## src/rtl/nrs_reg_ctrl.sv

```systemverilog
// nrs_reg_ctrl
// Sequences one symbol's worth of NRS c_n bits: optionally discards a number
// of leading generator bits, writes NUM_BITS bits into the NRS register as the
// Gold-sequence generator produces them, then serves them in order to the
// channel estimator. One pass per start pulse.
//
// Ports
//   clk          clock, rising edge
//   rst          asynchronous reset, active low
//   start        one-cycle request for a fill+serve pass (only honoured in IDLE)
//   skip         number of leading valid generator bits to discard
//   abort        synchronous cancel, highest priority
//   gen_valid    generator presents a valid c_n bit
//   est_ready    estimator consumes the bit at rd_addr_est
//   gen_en       registered run enable to the generator (SKIP/FILL)
//   wr_en        write strobe to the NRS register
//   wr_addr      write bit index
//   rd_addr_est  read bit index
//   est_valid    bit at rd_addr_est is valid
//   busy         high whenever not IDLE
//   done         one-cycle pulse after the last bit is consumed
module nrs_reg_ctrl #(
    parameter int unsigned WIDTH_REG = 16,
    parameter int unsigned LINES     = $clog2(WIDTH_REG),
    parameter int unsigned NUM_BITS  = 16
) (
    input  logic             clk,
    input  logic             rst,
    input  logic             start,
    input  logic [LINES-1:0] skip,
    input  logic             abort,
    input  logic             gen_valid,
    input  logic             est_ready,
    output logic             gen_en,
    output logic             wr_en,
    output logic [LINES-1:0] wr_addr,
    output logic [LINES-1:0] rd_addr_est,
    output logic             est_valid,
    output logic             busy,
    output logic             done
);

    localparam logic [1:0] IDLE  = 2'd0;
    localparam logic [1:0] SKIP  = 2'd1;
    localparam logic [1:0] FILL  = 2'd2;
    localparam logic [1:0] SERVE = 2'd3;

    localparam logic [LINES-1:0] ZERO = '0;
    localparam logic [LINES-1:0] ONE  = LINES'(1);
    localparam logic [LINES-1:0] LAST = LINES'(NUM_BITS - 1);

    logic [1:0]       state_q, state_d;
    logic [LINES-1:0] skip_cnt_q, skip_cnt_d;
    logic [LINES-1:0] fill_cnt_q, fill_cnt_d;
    logic [LINES-1:0] rd_cnt_q, rd_cnt_d;
    logic             gen_en_q, gen_en_d;
    logic             done_q, done_d;

    always_comb begin
        state_d    = state_q;
        skip_cnt_d = skip_cnt_q;
        fill_cnt_d = fill_cnt_q;
        rd_cnt_d   = rd_cnt_q;
        done_d     = 1'b0;
        if (abort) begin
            state_d = IDLE;
        end else begin
            case (state_q)
                IDLE: begin
                    if (start) begin
                        skip_cnt_d = skip;
                        fill_cnt_d = ZERO;
                        rd_cnt_d   = ZERO;
                        state_d    = (skip != ZERO) ? SKIP : FILL;
                    end
                end
                SKIP: begin
                    if (gen_valid) begin
                        skip_cnt_d = skip_cnt_q - ONE;
                        if (skip_cnt_q == ONE) state_d = FILL;
                    end
                end
                FILL: begin
                    if (gen_valid) begin
                        // Stop at the last index rather than wrapping.
                        if (fill_cnt_q == LAST) state_d = SERVE;
                        else                    fill_cnt_d = fill_cnt_q + ONE;
                    end
                end
                SERVE: begin
                    if (est_ready) begin
                        if (rd_cnt_q == LAST) begin
                            state_d = IDLE;
                            done_d  = 1'b1;
                        end else begin
                            rd_cnt_d = rd_cnt_q + ONE;
                        end
                    end
                end
                default: state_d = IDLE;
            endcase
        end
        // Registered enable tracks the state being entered.
        gen_en_d = (state_d == SKIP) || (state_d == FILL);
    end

    always_ff @(posedge clk or negedge rst) begin
        if (!rst) begin
            state_q    <= IDLE;
            skip_cnt_q <= ZERO;
            fill_cnt_q <= ZERO;
            rd_cnt_q   <= ZERO;
            gen_en_q   <= 1'b0;
            done_q     <= 1'b0;
        end else begin
            state_q    <= state_d;
            skip_cnt_q <= skip_cnt_d;
            fill_cnt_q <= fill_cnt_d;
            rd_cnt_q   <= rd_cnt_d;
            gen_en_q   <= gen_en_d;
            done_q     <= done_d;
        end
    end

    always_comb begin
        gen_en      = gen_en_q;
        done        = done_q;
        busy        = (state_q != IDLE);
        // Same-edge capture into the register; abort suppresses the write.
        wr_en       = (state_q == FILL) && gen_valid && !abort;
        wr_addr     = (state_q == FILL) ? fill_cnt_q : ZERO;
        est_valid   = (state_q == SERVE);
        rd_addr_est = (state_q == SERVE) ? rd_cnt_q : ZERO;
    end

endmodule

```

## config.mk

```make
export PLATFORM = sky130hd
export DESIGN_NAME = nrs_reg_ctrl
export DESIGN_NICKNAME = d
export VERILOG_FILES = /design/src/rtl/nrs_reg_ctrl.sv
export SDC_FILE = /design/constraint.sdc
export NUM_CORES = 1
export LEC_CHECK = 0
export BUFFER_PORTS_ARGS = -buffer_cell sky130_fd_sc_hd__buf_2
export CORE_UTILIZATION = 52
export DETAILED_ROUTE_END_ITERATION = 12
export GPL_TIMING_DRIVEN = 0
export PLACE_DENSITY_LB_ADDON = 0.12
export SLEW_MARGIN = 15
export SYNTH_ARGS = -nofsm -noshare
export SYNTH_HDL_FRONTEND = slang
export SYNTH_SLANG_ARGS = --single-unit
```

## constraint.sdc

```tcl
create_clock -name clk -period 1.9 [get_ports clk]
set_input_delay 0.38 -clock clk [delete_from_list [all_inputs] [get_ports clk]]
set_output_delay 0.38 -clock clk [all_outputs]
set_load 0.02 [all_outputs]
```

After elaboration in Yosys (flattened, before gate mapping)
Index checks and enable logic that the tools add are counted.
Widths: inputs -> output; s select.

word-level totals
  flip-flop bits (word level) = 16
  input bits = 10
  output and inout port bits = 13

operators by class
  $add $sub $neg = 3
  equal/unequal tests = 14
  mux-type cells = 26
  bitwise logic cells = 1
  reduce and logical (&&, ||, !) cells = 13

operators by type and width
  kind                 number
  $mux 4               9
  $pmux 4 s2           3
  $mux 2               9
  $ne 2x2->1 const B   6
  $reduce_and 5->1     2
  $add 4x1->4 const B  2
  $eq 4x4->1 const B   2
  $pmux 2 s4           1
  $reduce_bool 2->1    4
  $eq 2x2->1 const B   3
  $eq 2x1->1 const B   2
  $eq 4x1->1 const B   1
  $mux 1               4
  $reduce_and 4->1     1
  $reduce_bool 4->1    1
  $sub 4x1->4 const B  1
  $logic_and 1x1->1    2
  $logic_not 2->1      1
  $logic_not 1->1      1
  $logic_or 1x1->1     1
  $not 1->1            1

Logic depth before layout (Yosys ltp)
  word-level depth = 7
  gate-level depth with buffers = 6

Least setup slack after synthesis
Ideal clock, no wire load.

  path type = reg2reg
  start point = register fill_cnt_q[0]
  end point = register fill_cnt_q[2]
  library setup time = 0.120 ns
  arrival = 1.402 ns
  path slack = 0.378 ns
  stages on the path, launching flop included = 6
  cell sequence = dfrtp_1 -> ha_1 -> and3_1 -> o22ai_1 -> a31oi_1 -> a41o_1

between the ends
  word-level cells in the longest chain between the ends = 4
  elaborated cells on any way between the ends = 7
  classes of those cells = 1 x add/sub; 2 x eq/ne; 3 x mux; 1 x reduce/logical

ends and longest elaborated chain
  item                    RTL line  text
  start, declared         54        logic [LINES-1:0] fill_cnt_q, fill_cnt_d;
  start signal, assigned  118       fill_cnt_q <= fill_cnt_d;
  $add 4x1->4             87        else fill_cnt_d = fill_cnt_q + ONE;
  $mux 4                  86        if (fill_cnt_q == LAST) state_d = SERVE;
  $mux 4                  84        if (gen_valid) begin
  $pmux 4 s2              68        case (state_q)

Several ways; a longest one is shown, not always the timed one. The select of a mux whose other input is x is not followed.
A chain may end at the register's enable or synchronous reset.

Final worst setup path
  start point = register state_q[1]
  end point = output port wr_en

between the ends
  word-level cells in the longest chain between the ends = 3

ends and longest elaborated chain
  item                            RTL line  text
  start, declared                 52        logic [1:0] state_q, state_d;
  start signal, assigned          116       state_q <= state_d;
  $eq 2x2->1                      130       wr_en = (state_q == FILL) && gen_valid && !abort;
  $logic_and 1x1->1 (2 in a row)  130
  end, declared                   35        output logic wr_en,

No other way between the ends.

==> results.md <==
- Logic pwr share: approximately a third
- Vias: roughly 960
- Min-delay worst type: input pin to register
- Clk pwr share: a little under a fifth
- FF/Latch Area: ~400 um2
- R2r worst-path depth: 6
- Gr usage total: between 20% and 30%
- CTS tree: done
- Tightest Pin Transition: about 460 ps
- ANT nets after route: 0
- Final wirelength: 2290 um
- Clock Tree Buf Depth: 2
- Worst rel slew slack: approximately 69%
- Initial Util: 57.2%
- Net Sw Frac: approximately 36%
- 1st-iter DRT viols: 41
- Cell count after placement: about 160
- Die area: between 2000 and 2500 um2
- Row cnt: 15
- Final setup viols: 0
- Vias in the first global route: 840
- CP Launch Type: register
- Setup TNS: 0 ps
- Max Cap Violations: 0
- Critical path class: register to primary output
- Syn_nets: around 130
- Layout filler cell count: approximately 160
- PwrDens: around 800 nW/um2
- Hold path depth: 3
- WP data required: 1520 ps
- DRC viols: 0
- Drt first pass iters: 5
- HPWL after detailed placement: around 1700 um
- Finished Cell Area: between 1000 and 1500 um2
- Die width: between 40 and 50 um
- Hold Path End: done
- Post-synth top cells: dfrtp_1, nor2_1, nand2_1, o21ai_0
- DP Area: about 1200 um2
- P_sw: about 0.34 mW
- Crit end category: primary output
- Post-synth EDFFs: 0
- Top-area cell type share of the netlist area: between 30% and 40%
- Core Area: between 1500 and 2000 um2
- Final Max Tran Viols: 0
- First-pass GRT wire length: 3720 um
- Hold Fails Final Rpt: 0
- Sequential area share after synthesis: between 30% and 40%
- Leakage: between 0.6 and 0.7 nW
- Yosys cell types: 40
- CTS Sinks: 16
- Final worst-path cycle share: between 90% and 100%
- Synth Cell Area: ~1000 um2
- Largest net degree at the start of global routing: 17
- Reg-to-reg critical path startpoint: skip_cnt_q[1]
- Routability cong.: between 0.8 and 0.9
- Final Util: 67.4%
- Mapped Avg Cell Area: around 9 um2
- Outcome: finished, final reports clean
- Root Buffer Master: clkbuf_4
- H-tree depth: 1
- R2R setup slack: 150 ps
- Layout cell share with drive strength beyond 1: between 20% and 30%
- Clock period minus worst slack: between 1500 and 2000 ps
- Non-Filler Instances: between 150 and 200
- Most common cell in the synthesized netlist: dfrtp_1
- Number of I/O pins: 23
- Fraction of registers with async set or reset after synthesis: 100%
- WP data arrival: 1470 ps
- Synth top area cells: dfrtp_1, ha_1, o21ai_0
- Layout overhead on the synthesized area: 17.8%
- WL/cell: 13.8 um
- Fin Hold WS: around 390 ps
- Internal cell power: approximately 0.59 mW
- Die height: between 40 and 50 um
- Area of the multi-input gates: roughly 560 um2
- Clock Latency Late Sink: between 200 and 300 ps
- Grt total ovfl: 0
- Area leader, netlist: dfrtp_1
- ANT cells: 0
- Vias/cell: 5.77
- Share of power burned in registers: around 48%
- Syn Inst Count: about 120
- Max frequency: 0.540 GHz
- CP max FO: 10
- Syn. warnings: 0
- Port Buffers: 22
- Nets: approximately 160
- Clk_skew: between 3 and 4 ps
- Commonest register cell after synthesis: dfrtp_1
- Clock slew at reported path FFs: 90 ps
- Initial antenna violation count: 0
- Worst vdd ir: around 0.00055 V
- Cts bufs inserted: 3
- Synthesized flop and latch total: 16
- Hold Crit Start: est_ready
- Reg2reg end: gen_en
==> kinds of logic after synthesis <==
logic type	share of synthesized area, %
buffers and inverters	4.96
muxes	0.991
xor gates and xnor gates	0.868
DFF	39.7
adders and majority gates	4.96
AOI/OAI and AO/OA	18.5
and+or+nand+nor	30.1
==> power groups by stage <==
stage | combinational (mW) | clock, mW | sequential (mW)
after global routing | 0.341 | 0.194 | 0.459
final | 0.304 | 0.177 | 0.452
after detailed placement | 0.293 | 0 | 0.454
after floorplan | 0.206 | 0 | 0.451
after CTS | 0.299 | 0.178 | 0.448
after global placement | 0.278 | 0 | 0.453
==> cells in the final DEF (no fill, tap or decap), types with 2 or more instances in the layout <==
| master | n |
|---|---|
| buf_6 | 2 |
| nand3_1 | 5 |
| ha_1 | 4 |
| or3_1 | 2 |
| o21ai_0 | 10 |
| nor3_1 | 3 |
| clkbuf_4 | 3 |
| buf_2 | 22 |
| nand2_1 | 10 |
| inv_1 | 6 |
| nor2_1 | 12 |
| and2_1 | 4 |
| and3_2 | 4 |
| a31oi_1 | 2 |
| nor3b_1 | 2 |
| a21oi_1 | 6 |
| dfrtp_1 | 16 |
| nand2b_1 | 2 |
| clkbuf_1 | 3 |
==> layer usage <==
layer / share of wire, % / vias to the layer above / track usage, %
met4: 1.7 / 0 / 11.8
met2: 48 / 43 / 38.6
met3: 4.5 / 7 / 5.88
li1: - / 472 / -
met5: 0 / - / 0
met1: 46 / 436 / 34.3
==> final cells by class <==
cell class / count / area share (%)
flip-flops and latches: 16 / 33.6
inverters: 6 / 1.89
multi-input cells: 88 / 47.0
well taps: 25 / 2.63
repair buffers: 23 / 10.1
clock buffers: 3 / 1.89
plain buffers: 5 / 2.84
==> timing repair <==
item,in CTS,in global routing
gates resized for setup,0,3
buffers inserted,0,0
hold buffers,1,0
endpoints found under the setup margin,0,3
endpoints found under the hold margin,13,0
==> worst max path at each step <==
stage,slack [ps],to,start
4_1_cts,30,wr_en,state_q[1]
6_report,50,wr_en,state_q[1]
3_5_place_dp,190,gen_en,skip_cnt_q[1]
5_1_grt,-3,wr_en,state_q[1]
2_1_floorplan,380,fill_cnt_q[2],fill_cnt_q[0]
3_3_place_gp,240,fill_cnt_q[1],fill_cnt_q[0]
==> worst max-delay path: stages, from the launching register on <==
cell,delay (ps)
dfrtp_1,440
buf_6,160
and2b_2,220
and3b_1,190
buf_2,160
==> state kept, by name (all words and copies together) (netlist names) <==
register / cells
fill_cnt_q: 4
rd_cnt_q: 4
skip_cnt_q: 4
state_q: 2
done: 1
gen_en: 1
==> metrics by stage <==
step	setup slack [ps]	total power, mW
2_1_floorplan	378	0.656
3_3_place_gp	242	0.731
3_5_place_dp	189	0.747
4_1_cts	26.0	0.925
5_1_grt	-2.69	0.994
6_report	47.4	0.933
Power figures use the tool's default switching activity.
